**src/rtl/viterbi_link_ctrl.sv**
```systemverilog
// -----------------------------------------------------------------------------
// viterbi_link_ctrl
// Frame sequencer for the Viterbi encoder/decoder link. It pulls payload bits
// from a source and feeds them to the encoder, then appends zero tail bits.
// It schedules single-bit error injection on the encoded symbol and checks the
// decoder output against a delayed copy of what was encoded.
//
// Ports
//   clk, rst          : rising-edge clock, synchronous active-high reset
//   start_i           : frame request, accepted only while idle
//   frame_len_i       : payload bit count (latched on accepted start, 0 legal)
//   err_period_i      : inject one error every N symbols, 0 disables
//   data_req_o        : combinational, high while payload is being pulled
//   data_i            : payload bit, sampled when data_req_o is high
//   encoder_i_o       : registered encoder data
//   enable_encoder_o  : registered encoder enable
//   err_inj_o         : XOR mask for the encoded symbol (2'b10 on injection)
//   decoder_i         : decoded bit returned by the decoder
//   busy_o            : frame in progress
//   done_o            : one-cycle completion pulse
//   bit_err_ct_o      : decoded-bit mismatches in the last frame (saturating)
//   inj_ct_o          : injected symbol errors in the last frame (saturating)
// -----------------------------------------------------------------------------
module viterbi_link_ctrl #(
    parameter int unsigned FRAME_W = 8,
    parameter int unsigned TAIL    = 2,
    parameter int unsigned DEC_LAT = 8,
    parameter int unsigned ERR_W   = 8
) (
    input  logic               clk,
    input  logic               rst,
    input  logic               start_i,
    input  logic [FRAME_W-1:0] frame_len_i,
    input  logic [ERR_W-1:0]   err_period_i,
    output logic               data_req_o,
    input  logic               data_i,
    output logic               encoder_i_o,
    output logic               enable_encoder_o,
    output logic [1:0]         err_inj_o,
    input  logic               decoder_i,
    output logic               busy_o,
    output logic               done_o,
    output logic [FRAME_W-1:0] bit_err_ct_o,
    output logic [FRAME_W-1:0] inj_ct_o
);

    typedef enum logic [2:0] {
        S_IDLE,
        S_SEND,
        S_TAIL,
        S_DRAIN,
        S_DONE
    } state_t;

    state_t             r_state;
    logic [FRAME_W-1:0] r_len;
    logic [ERR_W-1:0]   r_period;
    logic [FRAME_W-1:0] r_cnt;
    logic [ERR_W-1:0]   r_sym;
    logic               r_enc_cmp;

    // Reference delay line: occupied / compare-tag / bit per stage
    logic [DEC_LAT-1:0] r_dl_occ;
    logic [DEC_LAT-1:0] r_dl_cmp;
    logic [DEC_LAT-1:0] r_dl_bit;

    logic [DEC_LAT-1:0] w_dl_occ_nxt;
    logic [DEC_LAT-1:0] w_dl_cmp_nxt;
    logic [DEC_LAT-1:0] w_dl_bit_nxt;
    logic [ERR_W-1:0]   w_sym_nxt;
    logic               w_bit_err;
    logic               w_dl_empty;
    logic               w_last_send;
    logic               w_last_tail;

    assign data_req_o = (r_state == S_SEND);

    // The encoder output register is the entry point of the delay line, so an
    // entry reaches the last stage exactly when its decoded bit arrives.
    generate
        if (DEC_LAT > 1) begin : g_dl_multi
            assign w_dl_occ_nxt = {r_dl_occ[DEC_LAT-2:0], enable_encoder_o};
            assign w_dl_cmp_nxt = {r_dl_cmp[DEC_LAT-2:0], r_enc_cmp};
            assign w_dl_bit_nxt = {r_dl_bit[DEC_LAT-2:0], encoder_i_o};
        end else begin : g_dl_single
            assign w_dl_occ_nxt = enable_encoder_o;
            assign w_dl_cmp_nxt = r_enc_cmp;
            assign w_dl_bit_nxt = encoder_i_o;
        end
    endgenerate

    assign w_bit_err   = r_dl_occ[DEC_LAT-1] && r_dl_cmp[DEC_LAT-1] &&
                         (r_dl_bit[DEC_LAT-1] != decoder_i);
    // Drain finishes when every encoded symbol, tail included, has been retired
    assign w_dl_empty  = !enable_encoder_o && (r_dl_occ == '0);
    assign w_sym_nxt   = r_sym + ERR_W'(1);
    assign w_last_send = (r_cnt == r_len - FRAME_W'(1));
    assign w_last_tail = (r_cnt == FRAME_W'(TAIL - 1));

    // Sequencer, delay line, injection scheduler and counters
    always_ff @(posedge clk) begin
        if (rst) begin
            r_state          <= S_IDLE;
            r_len            <= '0;
            r_period         <= '0;
            r_cnt            <= '0;
            r_sym            <= '0;
            r_enc_cmp        <= 1'b0;
            r_dl_occ         <= '0;
            r_dl_cmp         <= '0;
            r_dl_bit         <= '0;
            encoder_i_o      <= 1'b0;
            enable_encoder_o <= 1'b0;
            err_inj_o        <= 2'b00;
            busy_o           <= 1'b0;
            done_o           <= 1'b0;
            bit_err_ct_o     <= '0;
            inj_ct_o         <= '0;
        end else begin
            encoder_i_o      <= 1'b0;
            enable_encoder_o <= 1'b0;
            r_enc_cmp        <= 1'b0;
            err_inj_o        <= 2'b00;
            done_o           <= 1'b0;

            r_dl_occ <= w_dl_occ_nxt;
            r_dl_cmp <= w_dl_cmp_nxt;
            r_dl_bit <= w_dl_bit_nxt;

            if (w_bit_err && (bit_err_ct_o != '1)) begin
                bit_err_ct_o <= bit_err_ct_o + FRAME_W'(1);
            end

            // Count symbols presented to the encoder; flag the one after the Nth
            if (enable_encoder_o && (r_period != '0)) begin
                if (w_sym_nxt == r_period) begin
                    r_sym     <= '0;
                    err_inj_o <= 2'b10;
                    if (inj_ct_o != '1) begin
                        inj_ct_o <= inj_ct_o + FRAME_W'(1);
                    end
                end else begin
                    r_sym <= w_sym_nxt;
                end
            end

            case (r_state)
                S_IDLE: begin
                    if (start_i) begin
                        r_len        <= frame_len_i;
                        r_period     <= err_period_i;
                        r_cnt        <= '0;
                        r_sym        <= '0;
                        bit_err_ct_o <= '0;
                        inj_ct_o     <= '0;
                        busy_o       <= 1'b1;
                        r_state      <= (frame_len_i == '0) ? S_TAIL : S_SEND;
                    end
                end
                S_SEND: begin
                    encoder_i_o      <= data_i;
                    enable_encoder_o <= 1'b1;
                    r_enc_cmp        <= 1'b1;
                    if (w_last_send) begin
                        r_cnt   <= '0;
                        r_state <= S_TAIL;
                    end else begin
                        r_cnt <= r_cnt + FRAME_W'(1);
                    end
                end
                S_TAIL: begin
                    enable_encoder_o <= 1'b1;
                    if (w_last_tail) begin
                        r_cnt   <= '0;
                        r_state <= S_DRAIN;
                    end else begin
                        r_cnt <= r_cnt + FRAME_W'(1);
                    end
                end
                S_DRAIN: begin
                    if (w_dl_empty) begin
                        done_o  <= 1'b1;
                        r_state <= S_DONE;
                    end
                end
                S_DONE: begin
                    busy_o  <= 1'b0;
                    r_state <= S_IDLE;
                end
                default: begin
                    r_state <= S_IDLE;
                end
            endcase
        end
    end

endmodule

```
**config.mk**
```make
export PLATFORM = sky130hd
export DESIGN_NAME = viterbi_link_ctrl
export DESIGN_NICKNAME = d
export VERILOG_FILES = /design/src/rtl/viterbi_link_ctrl.sv
export SDC_FILE = /design/constraint.sdc
export NUM_CORES = 1
export LEC_CHECK = 0
export BUFFER_PORTS_ARGS = -buffer_cell sky130_fd_sc_hd__buf_2
export CAP_MARGIN = 20
export CORE_UTILIZATION = 30
export DETAILED_ROUTE_END_ITERATION = 8
export PLACE_DENSITY = 0.52
export SYNTH_ARGS = -nofsm -noshare
export SYNTH_HDL_FRONTEND = slang
export SYNTH_SLANG_ARGS = --single-unit
```
**constraint.sdc**
```tcl
create_clock -name clk -period 1.9 [get_ports clk]
set_input_delay 0 -clock clk [delete_from_list [all_inputs] [get_ports clk]]
set_output_delay 0 -clock clk [all_outputs]
set_load 0.005 [all_outputs]
```
# After elaboration in Yosys (flattened, before gate mapping)
# Cells that the tools add are included.
[totals]
input_bits = 21
reg_bits = 82
romBits = 0
ram_bits = 0
latch_bits = 0
n_memories = 0
[classes]
n_addsub = 5
magnitude_cmp = 0
mux = 28
n_div = 0
n_mul = 0
n_reduce_logical = 20
shift = 0
n_eq_ne = 14
bitwise = 3
[op_table]
columns = ["cell", "count"]
rows = [
  ["$mux 8", 15],
  ["$add 8x1->8 const B", 4],
  ["$pmux 8 s3", 1],
  ["$eq 8x8->1", 2],
  ["$logic_not 8->1", 2],
  ["$ne 8x8->1 const B", 2],
  ["$mux 3", 4],
  ["$pmux 3 s4", 1],
  ["$eq 8x1->1 const B", 1],
  ["$reduce_bool 8->1", 1],
  ["$reduce_or 2->1", 4],
  ["$sub 8x1->8 const B", 1],
  ["$eq 3x2->1 const B", 2],
  ["$ne 2x2->1 const B", 3],
  ["$reduce_and 2->1", 3],
  ["$logic_and 1x1->1", 5],
  ["$mux 1", 4],
  ["$mux 2", 2],
  ["$reduce_and 4->1", 1],
  ["$eq 3x1->1 const B", 1],
  ["$eq 3x3->1 const B", 1],
  ["$logic_not 3->1", 1],
  ["$not 1->1", 3],
  ["$reduce_bool 3->1", 1],
  ["5 further kinds", 5],
]

# Depth between registers and ports, before layout
# Gate-level depths: netlist of run 1.
[logic_depth]
depth_word = 6
depth_mapped = 10

# Least setup slack after synthesis of run 1
# Ideal clock, no wire load.
[synth_timing]
path_kind = "register to register"
startpoint = "reg r_len[0]"
endpoint = "reg r_cnt[7]"
n_path_buf = 1
arrival_ns = 2.038
required_time_ns = 1.826
path_stages_with_launch = 11
path_slack_ns = -0.212
cell_sequence = "dfxtp_1 -> inv_1 -> ha_1 -> buf_2 -> xor2_1 -> a21oi_1 -> o31ai_1 -> nor2b_2 -> a311oi_4 -> a41oi_1 -> a31oi_1"
[synth_between]
elab_chain_len = 4
[synth_lines]
columns = ["item", "line", "source"]
rows = [
  ["start, declared", "56", "logic [FRAME_W-1:0] r_len;"],
  ["start signal, assigned", "150", "r_len <= frame_len_i;"],
  ["$sub 8x1->8", "97", "assign w_last_send = (r_cnt == r_len - FRAME_W'(1));"],
  ["$eq 8x8->1", "97", ""],
  ["$mux 8", "164", "if (w_last_send) begin"],
  ["$pmux 8 s3", "147", "case (r_state)"],
  ["end signal, assigned", "168", "r_cnt <= r_cnt + FRAME_W'(1);"],
  ["end signal, assigned", "177", "r_cnt <= r_cnt + FRAME_W'(1);"],
  ["end, declared", "58", "logic [FRAME_W-1:0] r_cnt;"],
]
# No other way between the ends.
# A chain may end at the register's enable or synchronous reset.

# Worst setup path in the final report of run 1
[layout_timing]
startpoint = "reg r_sym[7]"
endpoint = "reg inj_ct_o[4]"
[layout_between]
elab_chain_len = 6
[layout_lines]
columns = ["item", "line", "source"]
rows = [
  ["start, declared", "59", "logic [ERR_W-1:0] r_sym;"],
  ["start signal, assigned", "143", "r_sym <= w_sym_nxt;"],
  ["$add 8x1->8 *", "96", "assign w_sym_nxt = r_sym + ERR_W'(1);"],
  ["$eq 8x8->1 *", "136", "if (w_sym_nxt == r_period) begin"],
  ["$mux 8 *", "136", ""],
  ["$mux 8 *", "135", "if (enable_encoder_o && (r_period != '0)) begin"],
  ["$mux 8", "149", "if (start_i) begin"],
  ["$mux 8 *", "147", ""],
  ["end signal, assigned", "140", "inj_ct_o <= inj_ct_o + FRAME_W'(1);"],
  ["end, declared", "44", "output logic [FRAME_W-1:0] inj_ct_o"],
]
# Mark *: on every way between the ends. The rest lies on a longest branch, timed or not.

==> results of run 1 <==
[metal layers]
metal / share of wire / wire [µm] / vias up / global-route usage
met2: 0.49 / 4290 / 52 / 0.245
met5: 0 / 0 / - / 0
li1: - / - / 1646 / -
met4: 0.013 / 116 / 0 / 0.0424
met1: 0.46 / 4010 / 1502 / 0.166
met3: 0.040 / 347 / 8 / 0.0503
[worst max-delay path by stage]
stage	cells past startpoint	slack, ps	to
global placement	10	-140	r_cnt[7]
detailed placement	10	-180	r_cnt[7]
finish	8	-160	inj_ct_o[4]
CTS	10	-120	r_cnt[4]
global route	9	-240	inj_ct_o[6]
floorplan	9	-130	r_cnt[7]
[cell usage after synthesis, types with 2 or more instances]
cell type  number  share of area
xnor2_1        21          0.049
clkbuf_1       11          0.011
nand2_1        51          0.051
and3_1          3         0.0050
ha_1            6          0.020
a22o_1          2         0.0046
buf_6           5          0.015
nor2b_1        27          0.045
nor2_2          2         0.0033
a21oi_1        30          0.040
mux2i_1         4          0.011
and2_1          3         0.0050
or2_2           2         0.0033
nand2b_1        3         0.0050
nor4b_1         3         0.0069
buf_2           8          0.011
nor4_2          3         0.0099
or2_1           2         0.0033
xor2_1         17          0.039
a31oi_1         7          0.012
nor4b_2         2         0.0079
o21bai_1        3         0.0059
nor4_1          5         0.0083
nor3_1         23          0.030
dfxtp_1        81           0.43
nand3_1        13          0.017
nor2_1         28          0.028
or4b_1          2         0.0053
nand4_1         7          0.012
a211oi_1        5         0.0099
buf_4           2         0.0040
o21ai_0         2         0.0026
inv_1           7         0.0069
nor4_4          2          0.011
[per-stage QoR]
stage / hold WS (ps) / setup TNS (ps) / instance area, µm² / utilization / power, mW
after floorplan: 122 / -368 / 3820 / - / 2.52
after global routing: 55.2 / -4630 / 5270 / 0.434 / 5.07
after global placement: 205 / -1110 / 4410 / 0.363 / 2.81
after detailed placement: 209 / -1880 / 4410 / 0.363 / 2.83
final: 24.3 / -2080 / 5270 / 0.434 / 4.81
after CTS: 8.39 / -1190 / 5030 / 0.414 / 4.76
[registers in the layout (all words and copies together) (netlist names)]
signal,count
enable_encoder_o,1
done_o,1
r_len,8
inj_ct_o,8
busy_o,1
r_period,8
r_cnt,8
bit_err_ct_o,8
err_inj_o,1
r_state,3
encoder_i_o,1
r_enc_cmp,1
r_dl_bit,8
r_dl_occ,8
r_sym,8
r_dl_cmp,8
[critical path, stage by stage, from the launching register on]
cell and delay (ps):
dfxtp_2 330, xor2_2 170, or4b_4 530, o211ai_4 210, nor2_4 90, nor3_4 300, buf_6 150, a21o_1 100
a21oi_1 60
[area by class of cell]
cell class	count	area, µm²	area share
multi-input cells	305	2250	0.427
flip-flops and latches	81	1640	0.311
repair buffers	115	823	0.156
clock buffers	10	250	0.0474
well taps	168	210	0.0399
clock inverters	6	71.3	0.0135
inverters	7	26.3	0.00498
[power breakdown]
group | internal, mW | switching, mW
registers | 1.79 | 0.115
clock network | 1.11 | 0.726
logic | 0.528 | 0.536
[timing repair]
item	CTS	global route
setup buffers	4	8
hold endpoints to repair	17	0
gates resized for setup	20	36
pin swaps	13	26
setup endpoints to repair	25	42
cloned	1	0
hold buffers	17	0
[cells by family after synthesis]
group                    share of synthesized area
AND/OR/NAND/NOR                              0.291
flip-flops                                   0.428
AO/OA/AOI/OAI                                0.114
XOR/XNOR                                    0.0879
buffers and inverters                       0.0473
adder cells (fa/ha/maj)                     0.0198
multiplexers                                0.0106
other                                     0.000990
[layout by cell type, fill, tap and decap left out, drive strengths merged, types with 6 or more instances in the layout]
master	n
nor2	30
nor3	24
inv	9
nor2b	28
xor2	17
nand4	7
a21oi	30
clkbuf	10
dfxtp	81
a31oi	7
ha	6
nor4b	6
nand2	51
dlygate4sd3	17
xnor2	21
buf	98
nor4	10
nand3	13
==> metrics.yaml, run 1 <==
dieArea_um2: 13100
netlist_instances: 419
antenna_found_initial: 0
cts_tree: "done"
syn_area_um2: 3790
syn_nets: 446
ys_types: 61
gp_congestion: 0.790
max_slew_margin: 0.587
final_cells: 692
setup_viol: 25
tightest_slew_ps: 619
rsz0062_at_grt: "yes"
timing.rr.end: "inj_ct_o[4]"
die_y_um: 114
core_region_area_um2: 12200
cts_buffers: 9
drive_gt1_frac: 0.344
p_leak_nw: 2.07
grt_first_pass_wirelength_um: 14600
synth.avg_cell_area_um2: 9.04
setup_slack_ps: -159
wire_per_inst_um: 12.7
diodes: 0
path_clk_slew_ps: 70
routed_wl_um: 8760
crit_start: "r_sym[7]"
clock_sinks: 81
layout.nets: 546
rows: 40
ys_seq_area_frac: 0.428
ys.flop_type: "dfxtp_1"
clockBufferDepth: 2
ff2ff_path_depth: 8
hp-start: "start_i"
drt-vias-per-instance: 4.64
peakVddDrop_mv: 0.545
critical_path_class: "reg -> reg"
fin_crit_ps: 2060
dp.cells: 646
async_flop_share: 0
cp_data_arrival_time_ps: 2290
port_buffers: 42
vias: 3208
maxCapViolations: 0
area_growth_pct: 39.3
start_util: 0.311
pwr_density_cell_nw_per_um2: 912
clockRootBuffer: "clkbuf_16"
hold_path_depth: 3
dr.first_iter.drc_count: 132
synth_edf_count: 0
die_w_um: 114
yosys_warnings: 0
start_kind: "flop"
place_ws_ps: -176
cts_max_level: 3
io_pins: 44
r2r_setup_slack_ps: -160
r2r_start: "r_sym[7]"
hold_viol_final: 0
crit_required_ps: 2130
worstSkewPairLatency_ps: 340
grt_pass1_vias: 3130
finClkSkew_ps: 6.42
track_usage: 0.142
drv_slew: 0
drt_drc_violations_left: 0
postRouteAntennaNets: 0
hold_class: "in -> reg"
status: "complete, but fails checks"
fmax_mhz: 486
dr.pass1.iters: 4
end_kind: "flop"
critPathMaxFanout: 5
grt_max_degree: 26
hpwl_um: 6020
grt-ovfl-total: 0
fin_crit_sh: 1.08
synth_seq_cells: 81
violations: "setup timing"
nFillCells: 1180
holdPathEnd: "busy_o"
Note: power is estimated with default switching activity, not from simulation.
==> inputs of run 2 (changes only) <==
--- a/config.mk
+++ b/config.mk
@@ -10,6 +10,7 @@
 export CORE_UTILIZATION = 30
 export DETAILED_ROUTE_END_ITERATION = 8
 export PLACE_DENSITY = 0.52
+export RECOVER_POWER = 50
 export SYNTH_ARGS = -nofsm -noshare
 export SYNTH_HDL_FRONTEND = slang
 export SYNTH_SLANG_ARGS = --single-unit
==> run 2 against run 1 <==
The flow still finishes with violations (setup timing). Utilization down 0.093 points. Cell count unchanged. Non-clock buffer count unchanged. Cell area fell by 0.21%. Critical path type unchanged. Routed wire length hardly changed. Worst setup slack lost 0.93 ps. Register-to-register slack barely moved. Fmax is essentially flat. Combinational power is essentially flat. Hold slack about the same.
==> metrics.yaml, run 2 (synthesis results as in run 1) <==
critical_path_class: "reg -> reg"
met1_usage: 0.166
cp_data_arrival_time_ps: 2290
die_w_um: 114
hold_class: "in -> reg"
postRouteAntennaNets: 0
die_y_um: 114
dieArea_um2: 13100
clockBufferDepth: 2
area_growth_pct: 39.0
grt-ovfl-total: 0
drt-vias-per-instance: 4.65
start_kind: "flop"
drt_drc_violations_left: 0
fin_crit_sh: 1.08
rsz0062_at_grt: "yes"
hold_viol_final: 0
end_kind: "flop"
crit_required_ps: 2130
fmax_mhz: 485
setup_slack_ps: -160
cts_max_level: 3
maxCapViolations: 0
violations: "setup timing"
dp.cells: 646
fin_crit_ps: 2060
gp_congestion: 0.790
track_usage: 0.142
port_buffers: 42
final_cell_mix: "70 x dfxtp_1, 50 x nand2_1, 49 x buf_4"
hpwl_um: 6020
layout_commonest_cell: "dfxtp_1"
worstSkewPairLatency_ps: 340
grt_max_degree: 26
dr.pass1.iters: 4
slowest_stage: "or4b_4"
path_cells: "xor2_2 > or4b_4 > o211ai_4 > nor2_4 > nor3_4 > buf_6 > a21o_1 > a21oi_1"
vias: 3216
core_region_area_um2: 12200
finClkSkew_ps: 7.95
final_cells: 692
clockRootBuffer: "clkbuf_16"
cts_buffers: 9
drive_gt1_frac: 0.330
drv_slew: 0
start_util: 0.311
diodes: 0
tightest_slew_ps: 619
cts_tree: "done"
path_clk_slew_ps: 70
io_pins: 44
place_ws_ps: -176
globalRouteMet2Util: 0.245
grt_busiest_layer: "met2"
dr.first_iter.drc_count: 122
routed_wl_um: 8760
grt_first_pass_wirelength_um: 14600
slowest_delay_ps: 530
setup_viol: 25
critPathMaxFanout: 5
p_leak_nw: 2.04
clock_sinks: 81
antenna_found_initial: 0
status: "complete, but fails checks"
peakVddDrop_mv: 0.545
wire_per_inst_um: 12.7
pwr_density_cell_nw_per_um2: 913
max_slew_margin: 0.587
grt_pass1_vias: 3130
layout.nets: 546
tns_ps: -2080
use_met3: 0.0503
rows: 40
-- run 2: cell types whose count changed in the layout (fill, tap and decap cells not counted), sizes merged --
cell    delta
buf        -7
clkbuf     +7
-- run 2: final cells by class --
type	instances	area, µm²
fillers	1186	6900
multi-input cells	305	2250
flip-flops and latches	81	1640
repair buffers	115	812
clock buffers	10	250
well taps	168	210
clock inverters	6	71.3
inverters	7	26.3
-- run 2: final timing paths --
kind / from / to / cells after the start / slack [ps]
max: r_sym[7] / inj_ct_o[4] / 8 / -160
min: start_i / busy_o / 3 / 20
max reg2reg: r_sym[7] / inj_ct_o[4] / 8 / -160
min reg2reg: r_dl_bit[3] / r_dl_bit[4] / 1 / 430
-- run 2: layer usage --
metal,share of wire,routed length (µm)
met5,0,0
met4,0.013,116
met3,0.041,355
met2,0.49,4300
met1,0.45,3980
-- run 2: worst max-delay path, delay by kind of cell, from the launching register on --
family,cells,cell delay [ps]
and+or+nand+nor,3,920
AOI/OAI and AO/OA,3,370
DFF,1,330
xor gates and xnor gates,1,170
buffers and inverters,1,150
-- run 2: what timing repair did --
| item | in CTS | in global routing |
|---|---|---|
| buffers inserted | 4 | 8 |
| hold buffers | 17 | 0 |
| endpoints found under the hold margin | 17 | 0 |
| pin swaps | 13 | 26 |
| resized for setup | 20 | 36 |
| gates cloned | 1 | 0 |
| endpoints found under the setup margin | 25 | 42 |
-- run 2: power breakdown --
group	internal, mW	total, mW	switching (mW)
combinational	0.526	1.06	0.536
sequential	1.79	1.91	0.115
clock	1.11	1.83	0.721
-- run 2: through the flow --
stage          hold WS, ps  power [mW]  area (µm²)  utilization
2_1_floorplan          122        2.52        3820            -
3_3_place_gp           205        2.81        4410        0.363
3_5_place_dp           209        2.83        4410        0.363
4_1_cts               8.39        4.76        5030        0.414
5_1_grt               55.2        5.06        5260        0.433
6_report              24.3        4.80        5260        0.433
